## config.mk

```make
export PLATFORM = sky130hd
export DESIGN_NAME = mem_dump
export DESIGN_NICKNAME = d
export VERILOG_FILES = /design/src/rtl/mem_dump.sv
export SDC_FILE = /design/constraint.sdc
export NUM_CORES = 1
export LEC_CHECK = 0
export ABC_AREA = 1
export CAP_MARGIN = 20
export CORE_AREA = 2 2 93 77
export DETAILED_ROUTE_END_ITERATION = 7
export DIE_AREA = 0 0 95 79
export PLACE_DENSITY = 0.76
export REMOVE_ABC_BUFFERS = 1
export SYNTH_ARGS = -nofsm -noshare
export SYNTH_HDL_FRONTEND = slang
export SYNTH_SLANG_ARGS = --single-unit
export TNS_END_PERCENT = 10
```

## constraint.sdc

```tcl
create_clock -name clk -period 1.8 [get_ports clk]
set_input_delay 0.27 -clock clk [delete_from_list [all_inputs] [get_ports clk]]
set_output_delay 0.27 -clock clk [all_outputs]
set_load 0.01 [all_outputs]
```

## src/rtl/mem_dump.sv

```systemverilog
// mem_dump: walks a page-aligned block of memory and streams every word out
// over a valid/ready handshake, tagging the last word of each display row and
// the last word of the whole dump.
//
// Ports
//   clk, reset            clock and synchronous active-high reset
//   start, abort          begin a dump (IDLE only) / cancel a dump in flight
//   base_addr, npages     dump origin (rounded down to a page) and page count
//   mem_rd, mem_addr      read strobe and address to the memory
//   mem_data              read data, valid the cycle after mem_rd
//   out_valid/out_ready   output handshake
//   out_data, out_addr    dumped word and its address
//   out_eor, out_last     end-of-row / end-of-dump markers
//   busy, done            activity flag and one-cycle completion pulse
module mem_dump #(
    parameter int DW        = 16,
    parameter int AW        = 16,
    parameter int PAGE_BITS = 8,
    parameter int ROW_BITS  = 4,
    parameter int MAX_PAGES = 4,
    parameter int NW        = $clog2(MAX_PAGES + 1)
) (
    input  logic          clk,
    input  logic          reset,
    input  logic          start,
    input  logic          abort,
    input  logic [AW-1:0] base_addr,
    input  logic [NW-1:0] npages,
    output logic          mem_rd,
    output logic [AW-1:0] mem_addr,
    input  logic [DW-1:0] mem_data,
    output logic          out_valid,
    input  logic          out_ready,
    output logic [DW-1:0] out_data,
    output logic [AW-1:0] out_addr,
    output logic          out_eor,
    output logic          out_last,
    output logic          busy,
    output logic          done
);

    // remaining holds up to MAX_PAGES * 2^PAGE_BITS, which fits NW+PAGE_BITS bits
    localparam int RW = NW + PAGE_BITS;
    localparam logic [NW-1:0] MAXP = NW'(MAX_PAGES);

    typedef enum logic [2:0] {
        S_IDLE,
        S_READ,
        S_WAIT,
        S_HOLD,
        S_DONE
    } state_t;

    state_t        state, state_nxt;
    logic [AW-1:0] cur;
    logic [RW-1:0] remaining;
    logic          hs;
    logic          npages_bad;

    // Offset-within-page bits of base_addr are deliberately dropped.
    logic unused_base_lo;
    assign unused_base_lo = ^base_addr[PAGE_BITS-1:0];

    assign hs         = out_valid && out_ready;
    assign npages_bad = (npages == '0) || (npages > MAXP);
    assign mem_addr   = cur;

    always_ff @(posedge clk) begin
        if (reset) state <= S_IDLE;
        else       state <= state_nxt;
    end

    always_comb begin
        state_nxt = state;
        mem_rd    = 1'b0;
        done      = 1'b0;
        busy      = (state != S_IDLE);
        case (state)
            S_IDLE: if (start) state_nxt = npages_bad ? S_DONE : S_READ;
            S_READ: begin
                mem_rd    = 1'b1;
                state_nxt = S_WAIT;
            end
            S_WAIT: state_nxt = S_HOLD;
            S_HOLD: if (hs) state_nxt = (remaining > RW'(1)) ? S_READ : S_DONE;
            S_DONE: begin
                done      = 1'b1;
                state_nxt = S_IDLE;
            end
            default: state_nxt = S_IDLE;
        endcase
        // abort wins over everything, including start and a pending handshake
        if (abort) begin
            state_nxt = S_IDLE;
            mem_rd    = 1'b0;
            done      = 1'b0;
        end
    end

    always_ff @(posedge clk) begin
        if (reset) begin
            cur       <= '0;
            remaining <= '0;
            out_valid <= 1'b0;
            out_data  <= '0;
            out_addr  <= '0;
            out_eor   <= 1'b0;
            out_last  <= 1'b0;
        end else if (abort) begin
            out_valid <= 1'b0;
        end else begin
            case (state)
                S_IDLE: if (start) begin
                    cur       <= {base_addr[AW-1:PAGE_BITS], {PAGE_BITS{1'b0}}};
                    remaining <= {npages, {PAGE_BITS{1'b0}}};
                end
                // mem_data answers the read issued in the previous cycle
                S_WAIT: begin
                    out_data  <= mem_data;
                    out_addr  <= cur;
                    out_valid <= 1'b1;
                    out_eor   <= &cur[ROW_BITS-1:0];
                    out_last  <= (remaining == RW'(1));
                end
                S_HOLD: if (hs) begin
                    out_valid <= 1'b0;
                    cur       <= cur + AW'(1);
                    remaining <= remaining - RW'(1);
                end
                default: ;
            endcase
        end
    end

endmodule

```

[After elaboration in Yosys (flattened, before gate mapping)]
Cells that the tools add are included.
Operators by class
  add/sub/neg operators: 2
  $mul: 0
  divide/modulo/power cells: 0
  order comparisons: 2
  eq/ne operators: 7
  shift operators: 0
  multiplexer cells: 17
  bitwise gates (word level): 1
  reduce and logical (&&, ||, !) cells: 13
Operator list (count)
  16-bit 2-to-1 mux: 2
  16-bit case mux with 2 select lines: 1
  11-bit 2-to-1 mux: 2
  11-bit case mux with 2 select lines: 1
  16-bit by 1-bit adder with 16-bit output, second input constant: 1
  3-bit 2-to-1 mux: 4
  3-bit case mux with 4 select lines: 1
  11-bit by 1-bit == test with 1-bit output, second input constant: 1
  11-bit by 1-bit > comparator with 1-bit output, second input constant: 1
  11-bit by 1-bit subtractor with 11-bit output, second input constant: 1
  4-bit AND reduction: 2
  3-bit by 2-bit == test with 1-bit output, second input constant: 2
  3-bit zero test: 2
  2-bit AND reduction: 3
  1-bit 2-to-1 mux: 5
  2-bit != test, second input constant: 2
  2-bit nonzero test: 2
  3-bit by 1-bit == test with 1-bit output, second input constant: 1
  3-bit == test, second input constant: 1
  3-bit > comparator, second input constant: 1
  3-bit nonzero test: 1
  1-bit case mux with 2 select lines: 1
  2-bit OR reduction: 1
  1-bit logical AND: 1
  2 further kinds: 2
Word-level totals
  register bits after elaboration: 65
  latch bits: 0
  bits in writable memories: 0
  bits in read-only memories: 0
  bits of input ports: 40
  output and inout port bits: 54
  memories: 0

[Depth between registers and ports, before layout]
  word-level depth: 5
  mapped depth: 10
  depth with buffers taken out: 10

[Least setup slack after synthesis]
Ideal clock, no wire load.
  kind: reg-to-reg
  from: register state[0]
  to: register cur[7], in the netlist mem_addr[7]
  setup time: 0.117 ns
  arrival time: 1.342 ns
  slack: 0.341 ns
  stages on the path, launching flop included: 10
  path buffers: 1
  period minus slack after synthesis: 1.459 ns
  cell sequence: dfxtp_1 -> nor2_1 -> nand2_1 -> nand2_1 -> nand2_1 -> nor2_4 -> buf_4 -> nand3_1 -> nor3_1 -> nor2_1
On the way
  longest elaborated chain between the ends: 3
  elaborated cells between the ends (all ways): 7
  those cells by class: eq/ne (3); mux (1); reduce/logical (3)
Ends and longest elaborated chain
  start, declared: RTL line 54  | state_t state, state_nxt;
  start signal, assigned: RTL line 70  | else state <= state_nxt;
  3-bit by 2-bit == test with 1-bit output or 3-bit zero test (tied branches): RTL line 112  | case (state)
  2-bit != test (no source line) or 2-bit nonzero test (tied branches)
  4-bit AND reduction (no source line)
  end signal, assigned: RTL line 114  | cur <= {base_addr[AW-1:PAGE_BITS], {PAGE_BITS{1'b0}}};
  end signal, assigned: RTL line 127  | cur <= cur + AW'(1);
  end, declared: RTL line 55  | logic [AW-1:0] cur;
Parallel ways exist; a longest one is shown, timed or not.
A chain may end at the register's enable or synchronous reset.

[Final worst setup path]
  from: register cur[11], in the netlist mem_addr[11]
  to: output port mem_addr[11]
RTL lines
  end, declared: RTL line 30  | output logic [AW-1:0] mem_addr,
No word-level cell between the ends.

==> results.toml <==
[grt]
grt.overflow.total = 0
grt_pass1_vias = 2995
grt_first_pass_wirelength_mm = 13.79
grt_antenna_before_repair = 0
grt_max_degree = 45
grt_use_total_pct = 23.20

[yosys]
synthCells = 452
ys_types = 31
ys_seq_area_share_pct = 42.98
syn-cell-area_sq_um = 3028
synth_area_per_cell_sq_um = 6.699
synth-seq-cells = 65
yosysWarningCount = 0

[place]
numPortBuffers = 85
placed_area_sq_um = 4105
dp_hpwl_mm = 5.808
gp_congestion = 0.8376

[layout]
multi_input_area_sq_um = 1499
nFillCells = 606
syn2layout_area_growth_pct = 43.39
seq_area_sq_um = 1305
fin_nets = 598
drive_above_1_share_pct = 9.107
fin_area_sq_um = 4342
num_antenna_cells = 0

[floorplan]
core-area_sq_um = 6655
die_area_sq_um = 7505
start_util_pct = 45.50
io_pins = 94
row_count = 27
die_w_um = 95
dieHeight_um = 79

[route]
ant_nets = 0
wl_per_cell_um = 12.70
via_per_inst = 4.992
vias = 3230
wl_mm = 8.216
drc = 0
drt-pass1-iter-count = 4
drt_iter0_markers = 212

[cts]
cts_made_buffers = 9
worstSkewPairLatency_ns = 0.34
cts_setup_buffers = 0
htree_levels = 3
cts_root_buf = "clkbuf_8"
cts.sinks = 65
clockBufferDepth = 2
path_clk_slew_ns = 0.07
cts_tree = "built"
cts_hold_buf = 0

[sta]
slew_viol_final = 0
rsz0062_at_grt = "no"
tightest_slew_ns = 0.3298
skew_ns = 0.007591
final-hold-violation-count = 0
fmax_mhz = 598.5
whs_ns = 0.4691
setup_viol = 0
relSlewSlack_pct = 78.01
min_period_ns = 1.671
fin_crit_sh_pct = 92.82

[worst_setup_path]
critPathCaptureType = "output pin"
crit_cells = 1
reg2reg_to = "mem_addr[10]"
cp.required_ns = 1.53
crit_buf_inv = 1
critPathLaunch = "mem_addr[11]"
endpoint = "mem_addr[11]"
cpPeakStageDelay_ns = 0.59
path_class = "register to output pin"
r2r_slack_ns = 0.18
start_kind = "register"
cp_top_family = "buffers and inverters"
cp_max_fo = 7
worst-r2r-cell-count = 10
cp.arrival_ns = 1.40
cp_cell_sequence = "clkdlybuf4s50_1"
crit_slowest_cell = "clkdlybuf4s50_1"
r2r_start = "mem_addr[0]"

[hold_path]
min_path_type = "register to register"

[pwr]
power_leakage_uw = 0.001777
worst_ir_drop_vdd_v = 0.0005943
powerDensity_nw_per_um2 = 796.7

[status]
status = "finished clean"

[run]
drv_cap = 0
per-stage QoR:
step / worst slack (ns) / utilization, % / setup TNS (ns) / total power [uW] / std cells
4_1_cts: 0.0007493 / 65.14 / 0 / 3480 / 647
6_report: 0.1292 / 65.24 / 0 / 3459 / 647
3_3_place_gp: -0.02246 / 61.68 / -0.05001 / 2068 / 631
2_1_floorplan: -0.1012 / - / -0.1432 / 1823 / 437
3_5_place_dp: -0.03990 / 61.68 / -0.1817 / 2081 / 631
5_1_grt: 0.01572 / 65.24 / 0 / 3613 / 647
tightest hold or removal path: stages, from the launching register on:
cell	delay (ns)
dfxtp_1	0.32
nand2_1	0.06
a21oi_1	0.05
sequential cells by signal (all words and copies together), names as in the netlist:
signal and count:
out_addr 16, out_data 16, out_eor 1, remaining 11, mem_addr 16, out_last 1, state 3, out_valid 1
timing repair:
action	CTS	global route
endpoints found under the setup margin	3	2
hold endpoints to repair	0	0
gates cloned	0	0
resized for setup	3	3
cell usage in the layout (no fill, tap or decap):
cell and count:
a211oi_1 1, a21oi_1 36, a31oi_1 1, and2_1 1, buf_12 2, buf_4 20, bufinv_16 2, clkbuf_8 10
clkdlybuf4s50_1 82, clkinv_2 1, clkinv_4 1, clkinvlp_4 3, dfxtp_1 62, dfxtp_2 3, dlygate4sd2_1 1, dlymetal6s2s_1 2
ha_1 3, inv_1 37, inv_2 3, nand2_1 86, nand2_2 2, nand3_1 29, nand3_2 1, nand3b_1 1
nand4_1 7, nor2_1 105, nor2_2 1, nor2_4 2, nor3_1 5, nor4_1 1, o211ai_1 3, o21a_1 1
o21ai_0 41, or2_0 1, or2_1 1, xor2_1 2
area by class of cell:
| cell class | count | area share [%] |
|---|---|---|
| Timing Repair Buffer | 107 | 24.06 |
| Multi-Input combinational cell | 331 | 34.52 |
| Tap cell | 87 | 2.507 |
| Clock inverter | 6 | 2.104 |
| Sequential cell | 65 | 30.06 |
| Clock buffer | 10 | 3.170 |
| Inverter | 41 | 3.573 |
cell usage after synthesis:
| master | n | share of area (%) |
|---|---|---|
| or2_1 | 1 | 0.21 |
| clkbuf_2 | 1 | 0.17 |
| inv_2 | 3 | 0.37 |
| o21a_1 | 1 | 0.25 |
| nand3b_1 | 1 | 0.25 |
| nand3_2 | 1 | 0.33 |
| nor2_2 | 1 | 0.21 |
| a31oi_1 | 1 | 0.21 |
| o21ai_0 | 41 | 6.8 |
| nor3_1 | 5 | 0.83 |
| nor4_1 | 1 | 0.21 |
| nand2_1 | 86 | 11 |
| xor2_1 | 2 | 0.58 |
| nor2_4 | 2 | 0.74 |
| buf_4 | 2 | 0.50 |
| and2_1 | 1 | 0.21 |
| nand4_1 | 7 | 1.4 |
| nand3_1 | 29 | 4.8 |
| or2_0 | 1 | 0.21 |
| a211oi_1 | 1 | 0.25 |
| inv_1 | 37 | 4.6 |
| a21oi_1 | 36 | 6.0 |
| clkinv_2 | 1 | 0.17 |
| ha_1 | 3 | 1.2 |
| buf_2 | 6 | 0.99 |
| o211ai_1 | 3 | 0.74 |
| nand2_2 | 2 | 0.41 |
| buf_1 | 3 | 0.37 |
| nor2_1 | 105 | 13 |
| clkbuf_1 | 3 | 0.37 |
| dfxtp_1 | 65 | 43 |
kinds of logic (layout without fill, tap and decap cells):
kind of cell,after synthesis,in the layout,share of synthesized area [%]
buf+inv,56,164,7.520
xor+xnor,2,2,0.5786
flops,65,65,42.98
compound gates,83,83,14.17
simple gates,243,243,33.51
fa+ha+maj,3,3,1.240
how the worst min path moves through the flow:
stage,startpoint,to,slack [ns],depth (start not counted)
after global placement,out_last,out_last,0.45,2
after CTS,out_last,out_last,0.47,2
after global routing,remaining[9],remaining[9],0.49,2
after floorplan,reset,mem_addr[12],0.34,1
after detailed placement,out_last,out_last,0.46,2
final,out_last,out_last,0.47,2
layer usage:
layer,track usage [%],share of wire [%]
met5,0,0
met1,30.65,48
met3,5.977,5.9
met2,36.74,45
met4,8.116,0.74
power breakdown:
part           internal, uW  switching (uW)
clock                   819             587
combinational           247             278
sequential             1480            43.5
Note: power is estimated with default switching activity, not from simulation.
